### src/rtl/uart_tx_frame_if.sv
`default_nettype none
// ============================================================================
// Module   : uart_tx_frame_if
// Brief    : Frame request handshake and per-frame configuration bundle.
// Revision : 1.0 - initial release
// ============================================================================
interface uart_tx_frame_if #(
    parameter int DATA_W = 8,
    parameter int DIV_W  = 16
);
    logic              s_valid;
    logic              s_ready;
    logic [DATA_W-1:0] s_data;
    logic [3:0]        cfg_bits;
    logic [1:0]        cfg_parity;
    logic              cfg_stop2;
    logic [DIV_W-1:0]  baud_div;

    modport master (
        output s_valid, s_data, cfg_bits, cfg_parity, cfg_stop2, baud_div,
        input  s_ready
    );

    modport slave (
        input  s_valid, s_data, cfg_bits, cfg_parity, cfg_stop2, baud_div,
        output s_ready
    );
endinterface
`default_nettype wire

### src/rtl/uart_tx_frame.sv
`default_nettype none
// ============================================================================
// Module   : uart_tx_frame
// Brief    : Runtime-configurable UART transmitter with valid/ready intake.
// Revision : 1.0 - initial release
// ============================================================================
module uart_tx_frame #(
    parameter int DATA_W = 8,
    parameter int DIV_W  = 16
) (
    input  wire logic       clk,
    input  wire logic       rst_n,
    uart_tx_frame_if.slave  s,
    output logic            uart_txd,
    output logic            tx_busy,
    output logic            tx_done
);
    typedef enum logic [2:0] {
        S_IDLE   = 3'd0,
        S_START  = 3'd1,
        S_DATA   = 3'd2,
        S_PARITY = 3'd3,
        S_STOP   = 3'd4
    } state_t;

    localparam logic [3:0]       c_MIN_BITS = 4'd5;
    localparam logic [3:0]       c_MAX_BITS = 4'(DATA_W);
    localparam logic [DIV_W-1:0] c_MIN_DIV  = DIV_W'(2);

    state_t            r_state;
    state_t            w_state_nx;
    logic [DIV_W-1:0]  r_cnt;
    logic [DIV_W-1:0]  r_div;
    logic [3:0]        r_idx;
    logic [3:0]        r_nbits;
    logic [DATA_W-1:0] r_shift;
    logic              r_par_en;
    logic              r_par_bit;
    logic              r_stop2;
    logic              r_txd;

    logic              w_bit_end;
    logic              w_last_stop;
    logic              w_xfer;
    logic              w_txd_nx;
    logic [3:0]        w_bits;
    logic [DIV_W-1:0]  w_div;
    logic              w_par;

    // Clamp the incoming configuration and precompute parity over the live bits only.
    always_comb begin
        w_bits = s.cfg_bits;
        if (s.cfg_bits < c_MIN_BITS) begin
            w_bits = c_MIN_BITS;
        end else if (s.cfg_bits > c_MAX_BITS) begin
            w_bits = c_MAX_BITS;
        end
        w_div = (s.baud_div < c_MIN_DIV) ? c_MIN_DIV : s.baud_div;
        w_par = 1'b0;
        for (int i = 0; i < DATA_W; i++) begin
            if (4'(i) < w_bits) begin
                w_par = w_par ^ s.s_data[i];
            end
        end
    end

    assign w_bit_end   = (r_state != S_IDLE) && (r_cnt == r_div - DIV_W'(1));
    assign w_last_stop = (r_state == S_STOP) && w_bit_end && (r_idx == {3'b000, r_stop2});
    assign w_xfer      = s.s_valid && ((r_state == S_IDLE) || w_last_stop);

    assign s.s_ready = (r_state == S_IDLE) || w_last_stop;
    assign uart_txd  = r_txd;
    assign tx_busy   = (r_state != S_IDLE);
    assign tx_done   = w_last_stop;

    // The line is registered, so each branch loads the level of the state being entered.
    always_comb begin
        w_state_nx = r_state;
        w_txd_nx   = r_txd;
        case (r_state)
            S_IDLE: begin
                if (w_xfer) begin
                    w_state_nx = S_START;
                    w_txd_nx   = 1'b0;
                end
            end
            S_START: begin
                if (w_bit_end) begin
                    w_state_nx = S_DATA;
                    w_txd_nx   = r_shift[0];
                end
            end
            S_DATA: begin
                if (w_bit_end) begin
                    if (r_idx == r_nbits - 4'd1) begin
                        w_state_nx = r_par_en ? S_PARITY : S_STOP;
                        w_txd_nx   = r_par_en ? r_par_bit : 1'b1;
                    end else begin
                        w_txd_nx = r_shift[1];
                    end
                end
            end
            S_PARITY: begin
                if (w_bit_end) begin
                    w_state_nx = S_STOP;
                    w_txd_nx   = 1'b1;
                end
            end
            S_STOP: begin
                if (w_last_stop) begin
                    w_state_nx = w_xfer ? S_START : S_IDLE;
                    w_txd_nx   = !w_xfer;
                end
            end
            default: begin
                w_state_nx = S_IDLE;
                w_txd_nx   = 1'b1;
            end
        endcase
    end

    always_ff @(posedge clk or negedge rst_n) begin
        if (!rst_n) begin
            r_state <= S_IDLE;
        end else begin
            r_state <= w_state_nx;
        end
    end

    always_ff @(posedge clk or negedge rst_n) begin
        if (!rst_n) begin
            r_txd     <= 1'b1;
            r_cnt     <= '0;
            r_idx     <= '0;
            r_div     <= '0;
            r_nbits   <= '0;
            r_shift   <= '0;
            r_par_en  <= 1'b0;
            r_par_bit <= 1'b0;
            r_stop2   <= 1'b0;
        end else begin
            r_txd <= w_txd_nx;

            if (w_xfer || w_bit_end) begin
                r_cnt <= '0;
            end else if (r_state != S_IDLE) begin
                r_cnt <= r_cnt + DIV_W'(1);
            end

            // r_idx counts data bits in DATA and stop bits in STOP.
            if (w_state_nx != r_state) begin
                r_idx <= '0;
            end else if (w_bit_end) begin
                r_idx <= r_idx + 4'd1;
            end

            if (w_xfer) begin
                r_shift   <= s.s_data;
                r_nbits   <= w_bits;
                r_div     <= w_div;
                r_stop2   <= s.cfg_stop2;
                r_par_en  <= (s.cfg_parity != 2'b00);
                r_par_bit <= (s.cfg_parity == 2'b01) ? w_par :
                             (s.cfg_parity == 2'b10) ? !w_par : 1'b0;
            end else if ((r_state == S_DATA) && w_bit_end) begin
                r_shift <= r_shift >> 1;
            end
        end
    end
endmodule
`default_nettype wire

### src/flat_wrapper.sv
// flat-port wrapper written by rule: the top's interface ports become plain ports
module uart_tx_frame_flat 
#(
    parameter int DATA_W = 8,
    parameter int DIV_W  = 16
)
  (clk, rst_n, uart_txd, tx_busy, tx_done, s_s_valid, s_s_data, s_cfg_bits, s_cfg_parity, s_cfg_stop2, s_baud_div, s_s_ready);
  uart_tx_frame_if #(.DATA_W(DATA_W), .DIV_W(DIV_W)) s_i ();
  input  wire logic clk;
  input  wire logic rst_n;
  output logic uart_txd;
  output logic tx_busy;
  output logic tx_done;
  input wire logic [$bits(s_i.s_valid)-1:0] s_s_valid;
  input wire logic [$bits(s_i.s_data)-1:0] s_s_data;
  input wire logic [$bits(s_i.cfg_bits)-1:0] s_cfg_bits;
  input wire logic [$bits(s_i.cfg_parity)-1:0] s_cfg_parity;
  input wire logic [$bits(s_i.cfg_stop2)-1:0] s_cfg_stop2;
  input wire logic [$bits(s_i.baud_div)-1:0] s_baud_div;
  output wire logic [$bits(s_i.s_ready)-1:0] s_s_ready;
  assign s_i.s_valid = s_s_valid;
  assign s_i.s_data = s_s_data;
  assign s_i.cfg_bits = s_cfg_bits;
  assign s_i.cfg_parity = s_cfg_parity;
  assign s_i.cfg_stop2 = s_cfg_stop2;
  assign s_i.baud_div = s_baud_div;
  assign s_s_ready = s_i.s_ready;
  uart_tx_frame #(.DATA_W(DATA_W), .DIV_W(DIV_W)) u_core (.clk(clk), .rst_n(rst_n), .s(s_i), .uart_txd(uart_txd), .tx_busy(tx_busy), .tx_done(tx_done));
endmodule
### config.mk
export PLATFORM = sky130hd
export DESIGN_NAME = uart_tx_frame_flat
export DESIGN_NICKNAME = d
export VERILOG_FILES = /design/src/rtl/uart_tx_frame_if.sv /design/src/rtl/uart_tx_frame.sv /design/src/flat_wrapper.sv
export SDC_FILE = /design/constraint.sdc
export NUM_CORES = 1
export LEC_CHECK = 0
export ABC_AREA = 1
export CAP_MARGIN = 0
export CELL_PAD_IN_SITES_DETAIL_PLACEMENT = 0
export CELL_PAD_IN_SITES_GLOBAL_PLACEMENT = 1
export CORE_UTILIZATION = 25
export CTS_BUF_LIST = sky130_fd_sc_hd__clkbuf_16
export CTS_CLUSTER_SIZE = 24
export DETAILED_ROUTE_END_ITERATION = 6
export GPL_ROUTABILITY_DRIVEN = 0
export PLACE_DENSITY = 0.66
export SYNTH_ARGS = -nofsm -noshare
export SYNTH_HDL_FRONTEND = slang
export SYNTH_SLANG_ARGS = --single-unit
export TNS_END_PERCENT = 100
### constraint.sdc
create_clock -name clk -period 2.2 [get_ports clk]
set_input_delay 0.44 -clock clk [delete_from_list [all_inputs] [get_ports clk]]
set_output_delay 0.44 -clock clk [all_outputs]
set_load 0.02 [all_outputs]
# --- Yosys cells after proc, flatten, opt, wreduce, memory -nomap -nowiden ---
# Cells that the tools add are included.
word_totals:
  register_bits: 55
  input_bits: 34
  word_cells: 99
classes:
  add_sub_neg: 4
  n_lt_le_gt_ge: 11
  eq_ne: 15
  muxes: 36
  bitwise_logic: 7
  n_reduce_logical: 16
op_table:
  columns: ["op", "n"]
  rows:
  - ["$mux W16", 3]
  - ["$mux W3", 7]
  - ["$mux W1", 18]
  - ["$add A16 B1 Y16 const B", 1]
  - ["$eq A16 B16 Y1", 1]
  - ["$lt A16 B2 Y1 const B", 1]
  - ["$lt A3 B4 Y1 const A", 4]
  - ["$mux W4", 4]
  - ["$mux W8", 2]
  - ["$sub A16 B1 Y16 const B", 1]
  - ["$pmux W3 S5", 1]
  - ["$ne A2 B1 Y1 const B", 5]
  - ["$lt A1 B4 Y1 const A", 2]
  - ["$lt A2 B4 Y1 const A", 2]
  - ["$reduce_bool A2 Y1", 4]
  - ["$xor A1 B1 Y1", 7]
  - ["$eq A3 B2 Y1 const B", 2]
  - ["$logic_and A1 B1 Y1", 5]
  - ["$pmux W1 S5", 1]
  - ["$reduce_and A5 Y1", 1]
  - ["$add A4 B1 Y4 const B", 1]
  - ["$eq A4 B1 Y1", 1]
  - ["$eq A4 B4 Y1", 1]
  - ["$gt A4 B4 Y1 const B", 1]
  - ["11 further kinds", 13]

# --- Longest topological paths before layout ---
logic_depth:
  ltp_word: 22
  depth_mapped: 20
  depth_no_buf: 20

# --- Least setup slack after synthesis ---
# OpenSTA, ideal clock, no wires.
synth_path:
  path_type: "register -> register"
  startpoint: "register u_core.r_div[0]"
  endpoint: "register u_core.r_nbits[0]"
  setup_ns: 0.126
  arrival_time_ns: 2.227
  required_ns: 2.074
  slack_ns: -0.152
  stages_incl_launch_ff: 19
  path_buffers: 1
  cell_sequence: "dfrtp_1 inv_2 ha_1 nand2_1 nor2_1 nor2_1 nor2_1 nand2_1 nor2_1 nand3_2 nor2_4 nand3_4 nor2_8 nand2_4 nand2_4 nand2_4 inv_6 buf_4 o22ai_1"
synth_between:
  elab_chain_len: 7
synth_lines:
  columns: ["element", "line", "source"]
  rows:
  - ["start, declared", "uart_tx_frame.sv:33", "logic [DIV_W-1:0] r_div;"]
  - ["start signal, assigned", "uart_tx_frame.sv:160", "r_div <= w_div;"]
  - ["$sub A16 B1 Y16", "uart_tx_frame.sv:67", "assign w_bit_end = (r_state != S_IDLE) && (r_cnt == r_div - DIV_W'(1));"]
  - ["$eq A16 B16 Y1", "uart_tx_frame.sv:67", null]
  - ["$logic_and A1 B1 Y1", "uart_tx_frame.sv:67", null]
  - ["$logic_and A1 B1 Y1 (2 in a row)", "uart_tx_frame.sv:68", "assign w_last_stop = (r_state == S_STOP) && w_bit_end && (r_idx == {3'b000, r_stop2});"]
  - ["$logic_or A1 B1 Y1", null, null]
  - ["net s_s_ready", "flat_wrapper.sv:20", "output wire logic [$bits(s_i.s_ready)-1:0] s_s_ready;"]
  - ["$logic_and A1 B1 Y1", "uart_tx_frame.sv:69", "assign w_xfer = s.s_valid && ((r_state == S_IDLE) || w_last_stop);"]
  - ["end signal, assigned", "uart_tx_frame.sv:159", "r_nbits <= w_bits;"]
  - ["end, declared", "uart_tx_frame.sv:35", "logic [3:0] r_nbits;"]
# The timed path passes the listed nets, and every way through them passes these cells.
# A chain may end at the register's enable or synchronous reset.

# --- Worst setup path after layout ---
layout_path:
  startpoint: "register u_core.r_div[1]"
  endpoint: "output s_s_ready"
layout_between:
  elab_chain_len: 6
layout_lines:
  columns: ["element", "line", "source"]
  rows:
  - ["$sub A16 B1 Y16", "uart_tx_frame.sv:67", null]
  - ["$eq A16 B16 Y1", "uart_tx_frame.sv:67", null]
  - ["$logic_and A1 B1 Y1", "uart_tx_frame.sv:67", null]
  - ["$logic_and A1 B1 Y1 (2 in a row)", "uart_tx_frame.sv:68", null]
  - ["$logic_or A1 B1 Y1", "uart_tx_frame.sv:71", "assign s.s_ready = (r_state == S_IDLE) || w_last_stop;"]
  - ["end, declared", "flat_wrapper.sv:20", null]
# No other way between the ends.

==> metrics.yaml <==
outcome: "complete, but fails checks"
violations: "setup timing"
cp_top_family: "simple AND/OR/NAND/NOR gates"
slowest_stage: "dfrtp_1"
syn-mean-instance-area_um2: 7.15
worst_pin_slew_ps: 506
rr_endpoint: "u_core.r_nbits[3]"
finalSetupViolations: 56
critical_path_class: "reg2out"
crit_end: "s_s_ready"
fin_skew_ps: 8.86
dpl_cell_area_um2: 5000
grt_max_degree: 23
design.portCount: 38
critical_path.cell_chain: "inv_2, ha_4, nand2_1, inv_1, nor2_1, nand2_1, nor2_1, nand2_1, nor2_2, nand3_2, nor2_4, nand3_4, nor2_8, nand2_4, nand2_4, buf_6"
drtIter0Drc: 153
synth_top_area_share_pct: 36.8
die-area_um2: 15200
max_freq_mhz: 372
synth_cells: 513
initial_utilization_pct: 26.0
synth_cell_types: 41
maxCapViolations: 0
die_y_um: 123
cp_num_buf_inv: 3
htreeDepth: 2
core_area_um2: 14100
drc: 0
dp_hpwl_mm: 8.28
synth.area.top_cells: "dfrtp_1 (37%), nand2_1 (16%), inv_1 (6.7%)"
cts_made_buffers: 5
power_per_cell_area_nw_per_um2: 513
area_delta_synth_final_pct: 50.4
nFillCells: 1428
finalCriticalPeriod_ps: 2690
overflow: 0
arrival_ps: 2250
cts_tree: "yes"
grt_pass1_wl_mm: 17.9
critPathMaxFanout: 3
slew_headroom_pct: 66.3
layout-drive-gt1-share_pct: 27.3
rows: 43
timing.final.crit_share_pct: 122
antenna_left: 0
viasPerCell: 4.46
power.leakage_nw: 2.80
reg2reg_from: "u_core.r_div[1]"
crit_path_start_kind: "flip-flop"
cts-root-buf: "clkbuf_16"
fin_area_um2: 5520
worstSetupStartpoint: "u_core.r_div[1]"
reg2regPathDepth: 20
clock_path_buffers: 2
ys_warn_count: 0
ys_ff_latch: 55
port_buffers: 37
setup_slack_ps: -486
layout.nets: 701
timing.final.max_slew_violations: 0
min_path_type: "in2async"
cp.required_ps: 1760
vias: 3761
irDropWorstVdd_uv: 297
slowest_delay_ps: 410
rrSetupSlack_ps: -420
wl_per_cell_um: 12.8
pre_cts_ws_ps: -719
drt_wl_total_mm: 10.8
syn_nets: 551
endpoint_kind: "output port"
path_common_cell: "nand2_1"
antennaDiodeCount: 0
grt_antenna_before_repair: 0
hold_viol: 0
netlist_area_um2: 3670
rsz0062_at_grt: "yes"
cp_num_cells: 16
firstDrtPassIters: 4
grt_pass1_vias: 3808
multi_input_area_um2: 2130
regArea_um2: 1380
path_clk_slew_ps: 70
globalRouteTotalUtil_pct: 15.4
yosys.area.top_type: "dfrtp_1"
clock-sinks: 55
die_w_um: 123
synth-seq-area-share_pct: 37.6
clk_latency_ps: 300
==> through the flow <==
stage	hold slack [ps]	TNS (ps)	instances	power [W]	utilization, %
6_report	108	-14480	844	0.00283	39.1
5_1_grt	124	-25960	844	0.00302	39.1
4_1_cts	108	-13700	837	0.00286	38.1
3_5_place_dp	432	-15750	820	0.00192	35.5
3_3_place_gp	427	-12690	820	0.00192	35.5
2_1_floorplan	144	-3360	513	0.00149	-
==> per-layer routing <==
layer / part of all wire, % / vias to the layer above / track usage (%) / wire length (µm)
li1: - / 1940 / - / -
met1: 45 / 1757 / 18.8 / 4920
met2: 51 / 53 / 28.0 / 5480
met3: 2.4 / 11 / 2.44 / 264
met4: 1.4 / 0 / 4.14 / 150
met5: 0 / - / 0 / 0
==> repair_timing <==
item                       in CTS  in global routing
hold endpoints to repair        0                  0
gates resized for setup        38                 22
hold buffers                    0                  0
gates cloned                    3                  1
buffers inserted                6                  7
pin swaps                      14                  6
setup endpoints to repair      57                 57
==> state kept, by name, indices dropped and copies added, names as in the netlist <==
name	cells
u_core.r_shift	8
u_core.r_nbits	4
u_core.r_stop2	1
u_core.r_par_en	1
u_core.r_div	16
u_core.r_par_bit	1
u_core.r_idx	4
u_core.uart_txd	1
u_core.r_state	3
u_core.r_cnt	16
==> synthesized netlist by cell type (all sizes together) <==
| cell | n |
|---|---|
| and3 | 1 |
| nand3 | 34 |
| nor4 | 4 |
| nor2 | 59 |
| xnor2 | 16 |
| inv | 68 |
| dfrtp | 54 |
| o211ai | 5 |
| or2 | 4 |
| ha | 4 |
| o22ai | 7 |
| buf | 5 |
| o21a | 1 |
| nor3 | 9 |
| o21ai | 28 |
| nand3b | 2 |
| dfstp | 1 |
| xor2 | 22 |
| nand2 | 163 |
| a21oi | 7 |
| nand2b | 1 |
| o2111ai | 1 |
| a211oi | 1 |
| nand4 | 12 |
| clkbuf | 2 |
| o211a | 1 |
| nor3b | 1 |
==> cells by family after synthesis <==
group / after synthesis / share of synthesized area [%]
XOR/XNOR: 38 / 9.08
flip-flops: 55 / 37.6
buffers and inverters: 75 / 8.56
AND/OR/NAND/NOR: 290 / 35.5
AO/OA/AOI/OAI: 51 / 7.92
adder cells (fa/ha/maj): 4 / 1.36
==> cells in the final DEF, fill, tap and decap left out, types with 2 or more instances in the layout <==
cell type	n
nand2_1	149
buf_4	102
inv_1	62
dfrtp_1	54
nor2_1	40
clkdlybuf4s50_1	33
nand3_1	30
xor2_1	22
o21ai_1	18
xnor2_1	15
nor2_2	13
nand4_1	12
nand2_2	9
o21ai_0	8
nor3_1	7
inv_2	6
a21oi_1	6
o22ai_1	6
clkbuf_16	6
nor2_4	5
o211ai_1	5
buf_6	5
nand2_4	4
buf_12	4
nand3_2	3
or2_2	3
nor4_1	3
ha_1	3
nand3b_1	2
o21ai_2	2
bufbuf_16	2
==> worst min-delay path by stage <==
| stage | start | to | slack, ps | depth (start not counted) |
|---|---|---|---|---|
| after global placement | rst_n | u_core.r_div[11] | 430 | 1 |
| after floorplan | rst_n | u_core.r_cnt[0] | 140 | 0 |
| after CTS | rst_n | u_core.r_cnt[0] | 110 | 1 |
| after global routing | rst_n | u_core.r_cnt[0] | 120 | 1 |
| final | rst_n | u_core.r_div[4] | 110 | 1 |
| after detailed placement | rst_n | u_core.r_div[11] | 430 | 1 |
==> final cells by class <==
| cell class | count | area share [%] |
|---|---|---|
| multi-input combinational | 383 | 38.6 |
| sequential | 55 | 25.0 |
| timing repair buffer | 149 | 24.2 |
| inverter | 68 | 4.85 |
| tap | 180 | 4.08 |
| clock buffer | 5 | 2.27 |
| clock inverter | 3 | 0.771 |
| timing repair inverter | 1 | 0.204 |
==> report_power, final <==
group	leakage (nW)	internal, W	switching, W
Sequential	0.629	0.00108	0.0000542
Combinational	2.08	0.000421	0.000361
Clock	0.0856	0.000538	0.000377
Note: power is estimated with default switching activity, not from simulation.
==> edit 1: new RTL, same settings <==
Re-encode `state_t` (5 states) as one-hot, 5 bits wide.
--- a/src/rtl/uart_tx_frame.sv
+++ b/src/rtl/uart_tx_frame.sv
@@ -16,10 +16,10 @@
     output logic            tx_done
 );
-    typedef enum logic [2:0] {
-        S_IDLE   = 3'd0,
-        S_START  = 3'd1,
-        S_DATA   = 3'd2,
-        S_PARITY = 3'd3,
-        S_STOP   = 3'd4
+    typedef enum logic [4:0] {
+        S_IDLE   = 5'b00001,
+        S_START  = 5'b00010,
+        S_DATA   = 5'b00100,
+        S_PARITY = 5'b01000,
+        S_STOP   = 5'b10000
     } state_t;
 
Check against the original RTL: same outputs for any inputs over 10 cycles, from zero or initial values and one cycle with rst_n low; not proved beyond that.
==> edit 1 against the unedited design <==
The flow still finishes with violations (negative setup slack); sequential cell count rose by 2; via count rose by 14%; final area rose by 18%; synthesized area rose by 8.5%; routed wire length rose by 23%; setup slack improved by 67 ps.
Power is not compared: it rests on default switching activity, and its combinational part moved more than twofold at a synthesized area within 25%.
==> edit 1: results (changes against the unedited design) <==
[worst_setup_path]
timing.rr.start=u_core.r_div[1]
rr_worst_depth=19  ; -5.0%
r2r-end=u_core.r_idx[3]
rrSetupSlack_ps=-310  ; +110 ps
worst_ep_arrival_time_ps=2180  ; -70 ps
path_max_fanout=5  ; +2

[power_and_ir_drop]
irDropWorstVdd_v=0.000569
p_switching_mw=3.23
p_leak_nw=3.19

[logic_synthesis]
synth_nets=605  ; +9.8%
synth-seq-area-share_pct=35.9  ; -1.6 points
synthArstFlopShare_pct=100  ; unchanged
synthTopCellsByArea=dfrtp_1 (35%), nand2_1 (16%), nand3_1 (7.7%)
synth_cells=567  ; +11%
synth_cell_types=39  ; -4.9%
ys_warn_count=0  ; unchanged
synthTopCellsByCount=nand2_1 (167), inv_1 (72), nand3_1 (61)

[timing]
worstMarginPinSlew_ps=485  ; -20.4 ps
setup_violations=59  ; +5.4%
hold_slack_ps=54.7  ; -53.0 ps
slew_violations=0  ; unchanged
tns_ps=-13080  ; +1400 ps
fin_ws_ps=-419  ; +67.4 ps
skew_ps=5.39  ; -3.47 ps

[outcome]
outcome=finished, violations left
violations=negative setup slack

[clock_network]
clk_pin_slew_ps=50  ; -20 ps
cts_buffer_depth=2  ; unchanged
cts_root_buffer=clkbuf_16
numCtsBuffers=9  ; +4
htreeDepth=3  ; +1
clk-insertion-delay-late_ps=330  ; +30 ps

[placed_design]
port_buffers=37  ; unchanged
dpl.cell_count=907  ; +11%
dp_hpwl_mm=9.81  ; +18%
placed_area_um2=5350  ; +6.9%
pre_cts_slack_ps=-619  ; +99.9 ps

[grt]
antenna_found_initial=0  ; unchanged
grt_pass1_wl_mm=20.3  ; +14%
grt_use_total_pct=16.1  ; +0.69 points
grt_pass1_vias=4076  ; +7.0%
grt_max_degree=27  ; +17%

[drt]
firstDrtPassIters=6  ; +2
drt_wl_total_mm=13.3  ; +23%
drt_iter0_markers=220  ; +44%
vias_per_cell=4.49  ; +0.68%
post_drt_wl_per_cell_um=13.9  ; +8.7%

[layout]
fin_nets=780  ; +11%
diodes=0  ; unchanged
top_regs=u_core.r_cnt x16, u_core.r_div x16, u_core.r_shift x8
drive_gt1_share_pct=37.8  ; +10 points

[min_path]
hold_class=primary input to async pin

## edit 1: power groups by stage
| stage | clock network [mW] | logic (mW) | registers, mW |
|---|---|---|---|
| after floorplan | 0 | 1.99 | 1.69 |
| after global placement | 0 | 3.46 | 1.74 |
| after detailed placement | 0 | 3.48 | 1.75 |
| after CTS | 1.39 | 3.79 | 1.74 |
| after global routing | 1.44 | 5.13 | 1.83 |
| final | 1.37 | 4.71 | 1.78 |
## edit 1: critical path: stages (launching register included)
cell and delay [ps]:
dfrtp_1 380, inv_2 90, ha_4 190, nand2_4 90, nor2_4 160, nand2_2 80, nand2_2 70, nand2_1 50
nor2_1 80, nand2_1 100, nor2_4 150, nand4_4 150, nand2_4 140, buf_6 120
## edit 1: layout make-up
| class | instances | area (um^2) |
|---|---|---|
| fillers | 1514 | 8850 |
| repair buffers | 175 | 1620 |
| multi-input cells | 425 | 2640 |
| well taps | 211 | 264 |
| inverters | 74 | 278 |
| flip-flops and latches | 57 | 1430 |
| clock inverters | 7 | 61.3 |
| clock buffers | 9 | 225 |
## edit 1: what timing repair did
action                     in CTS  in global routing
buffers inserted               17                 14
gates resized for setup        44                113
pin swaps                      11                 33
setup endpoints to repair      60                 59
gates cloned                    0                  7
## edit 1: logic make-up (layout without fill, tap and decap cells)
kind of cell               after synthesis  after routing  share of synthesized area [%]
AOI/OAI and AO/OA                       52             52                           7.71
DFF                                     57             57                           35.9
buffers and inverters                   86            265                           9.15
and+or+nand+nor                        338            339                           39.2
adders and majority gates                4              4                           1.26
xor gates and xnor gates                30             30                           6.79
## edit 1: layer usage
layer  up-vias  part of all wire, %  GRT usage [%]
li1       2188                    -              -
met2        62                   48           26.2
met3        14                  2.5           3.17
met5         -                    0              0
met4         0                  1.3           4.64
met1      2034                   48           21.7
## edit 1: how the worst max path moves through the flow
stage / from / cells after the start / end
2_1_floorplan: u_core.r_div[0] / 13 / s_s_ready
3_3_place_gp: u_core.r_div[0] / 13 / s_s_ready
3_5_place_dp: u_core.r_div[0] / 13 / s_s_ready
4_1_cts: u_core.r_div[1] / 13 / s_s_ready
5_1_grt: u_core.r_div[0] / 13 / s_s_ready
6_report: u_core.r_div[0] / 13 / s_s_ready
==> edit 2: new RTL, same settings <==
Made on the original files. `DATA_W` is set to 8 in 3 places; all go to 9.
--- a/src/rtl/uart_tx_frame_if.sv
+++ b/src/rtl/uart_tx_frame_if.sv
@@ -6,5 +6,5 @@
 // ============================================================================
 interface uart_tx_frame_if #(
-    parameter int DATA_W = 8,
+    parameter int DATA_W = 9,
     parameter int DIV_W  = 16
 );
--- a/src/rtl/uart_tx_frame.sv
+++ b/src/rtl/uart_tx_frame.sv
@@ -6,5 +6,5 @@
 // ============================================================================
 module uart_tx_frame #(
-    parameter int DATA_W = 8,
+    parameter int DATA_W = 9,
     parameter int DIV_W  = 16
 ) (
--- a/src/flat_wrapper.sv
+++ b/src/flat_wrapper.sv
@@ -2,5 +2,5 @@
 module uart_tx_frame_flat 
 #(
-    parameter int DATA_W = 8,
+    parameter int DATA_W = 9,
     parameter int DIV_W  = 16
 )
Interface: changed (resized s_s_data); port bits go from 38 to 39. The function was not compared with the original's and may differ.
==> edit 2 against the unedited design <==
The flow still finishes with violations (negative setup slack); total power increased by 14%; setup slack improved by 99 ps; sequential cell count increased by 1; routed wire length decreased by 4.4%; synthesized cell count decreased by 1.8%; via count decreased by 2.3%; final area decreased by 3.1%; first-iteration DRC count decreased by 29%; synthesized area decreased by 0.96%.
==> edit 2: results (changes against the unedited design) <==
[logic_synthesis]
synth_cell_types=39  ; -4.9%
synth-seq-area-share_pct=38.6  ; +1.1 points
synth_xor_area_share_pct=8.68  ; -0.39 points
synth_fa_ha_area_share_pct=1.38  ; +0.013 points
synth-compound-area-share_pct=10.3  ; +2.4 points
synth_nets=543  ; -1.5%
synthTopCellsByArea=dfrtp_1 (38%), nand2_1 (14%), inv_1 (6.9%)
synthTopCellsByCount=nand2_1 (131), inv_1 (67), nor2_1 (57)
synth_cells=504  ; -1.8%
synth_most_common_cell=nand2_1

[placed_design]
placed_area_um2=4890  ; -2.3%
port_buffers=38  ; +2.7%
dp_hpwl_mm=7.82  ; -5.6%
pre_cts_slack_ps=-632  ; +87.2 ps
dpl.cell_count=798  ; -2.7%

[layout]
fillCellCount=1462  ; +2.4%
drive_gt1_share_pct=24.8  ; -2.5 points
fin_nets=680  ; -3.0%
top_regs=u_core.r_cnt x16, u_core.r_div x16, u_core.r_shift x9
diodes=0  ; unchanged

[timing]
fin_ws_ps=-388  ; +98.5 ps
setup_violations=41  ; -27%
hold_slack_ps=506  ; +399 ps
slew_headroom_pct=72.8  ; +6.5 points
tns_ps=-9780  ; +4700 ps
skew_ps=5.10  ; -3.77 ps

[drt]
drt_iter0_markers=109  ; -29%
vias_per_cell=4.47  ; +0.33%
vias=3675  ; -2.3%
post_drt_wl_per_cell_um=12.6  ; -1.8%

[worst_setup_path]
rrSetupSlack_ps=-320  ; +100 ps
worst_ep_arrival_time_ps=2150  ; -100 ps
crit_path_end=s_s_ready
critPathLaunch=u_core.r_div[1]
cpPeakStageDelay_ps=410  ; about the same
r2r-end=u_core.r_div[2]
path_max_fanout=6  ; +3
rr_worst_depth=19  ; -5.0%

[min_path]
hold_start=u_core.r_par_bit
hold_class=register to register

[clock_network]
htreeDepth=2  ; unchanged
cts_root_buffer=clkbuf_16

[outcome]
violations=negative setup slack
outcome=finished, violations left

[power_and_ir_drop]
seq_power_mw=1.27  ; +12%
p_switching_uw=985  ; +24%
p_leak_nw=2.61  ; -6.8%
p_clk_uw=912  ; about the same
irDropWorstVdd_v=0.000367  ; +24%
pg_comb_mw=1.04  ; +33%

[grt]
grt_max_degree=50  ; +120%
grt_use_total_pct=14.7  ; -0.73 points
grt_pass1_wl_mm=17.2  ; -3.9%

==> edit 2: per-layer routing <==
layer	GRT usage (%)	vias to the layer above	part of all wire [%]	routed length [um]
met1	17.7	1735	44	4580
met5	0	-	0	0
met2	27.8	54	53	5430
li1	-	1881	-	-
met3	2.23	5	2.7	275
met4	2.21	0	0.50	52
==> edit 2: what timing repair did <==
action / 4_1_cts / 5_1_grt
gates cloned: 2 / 0
endpoints found under the hold margin: 6 / 0
setup endpoints to repair: 57 / 59
setup buffers: 9 / 4
resized for setup: 41 / 11
pin swaps: 13 / 7
hold buffers: 1 / 0
==> edit 2: final cells by class <==
cell class,instances,area [um^2],area share [%]
clock buffer,5,125,2.34
clock inverter,3,38.8,0.725
inverter,69,259,4.84
multi-input combinational,371,2040,38.1
sequential,56,1400,26.2
tap,180,225,4.21
timing repair buffer,138,1260,23.5
==> edit 2: critical path: cells and delay by family (launching register included) <==
family | cells | cell delay [ps]
buf+inv | 3 | 310
simple gates | 11 | 950
flops | 1 | 410
fa+ha+maj | 1 | 170
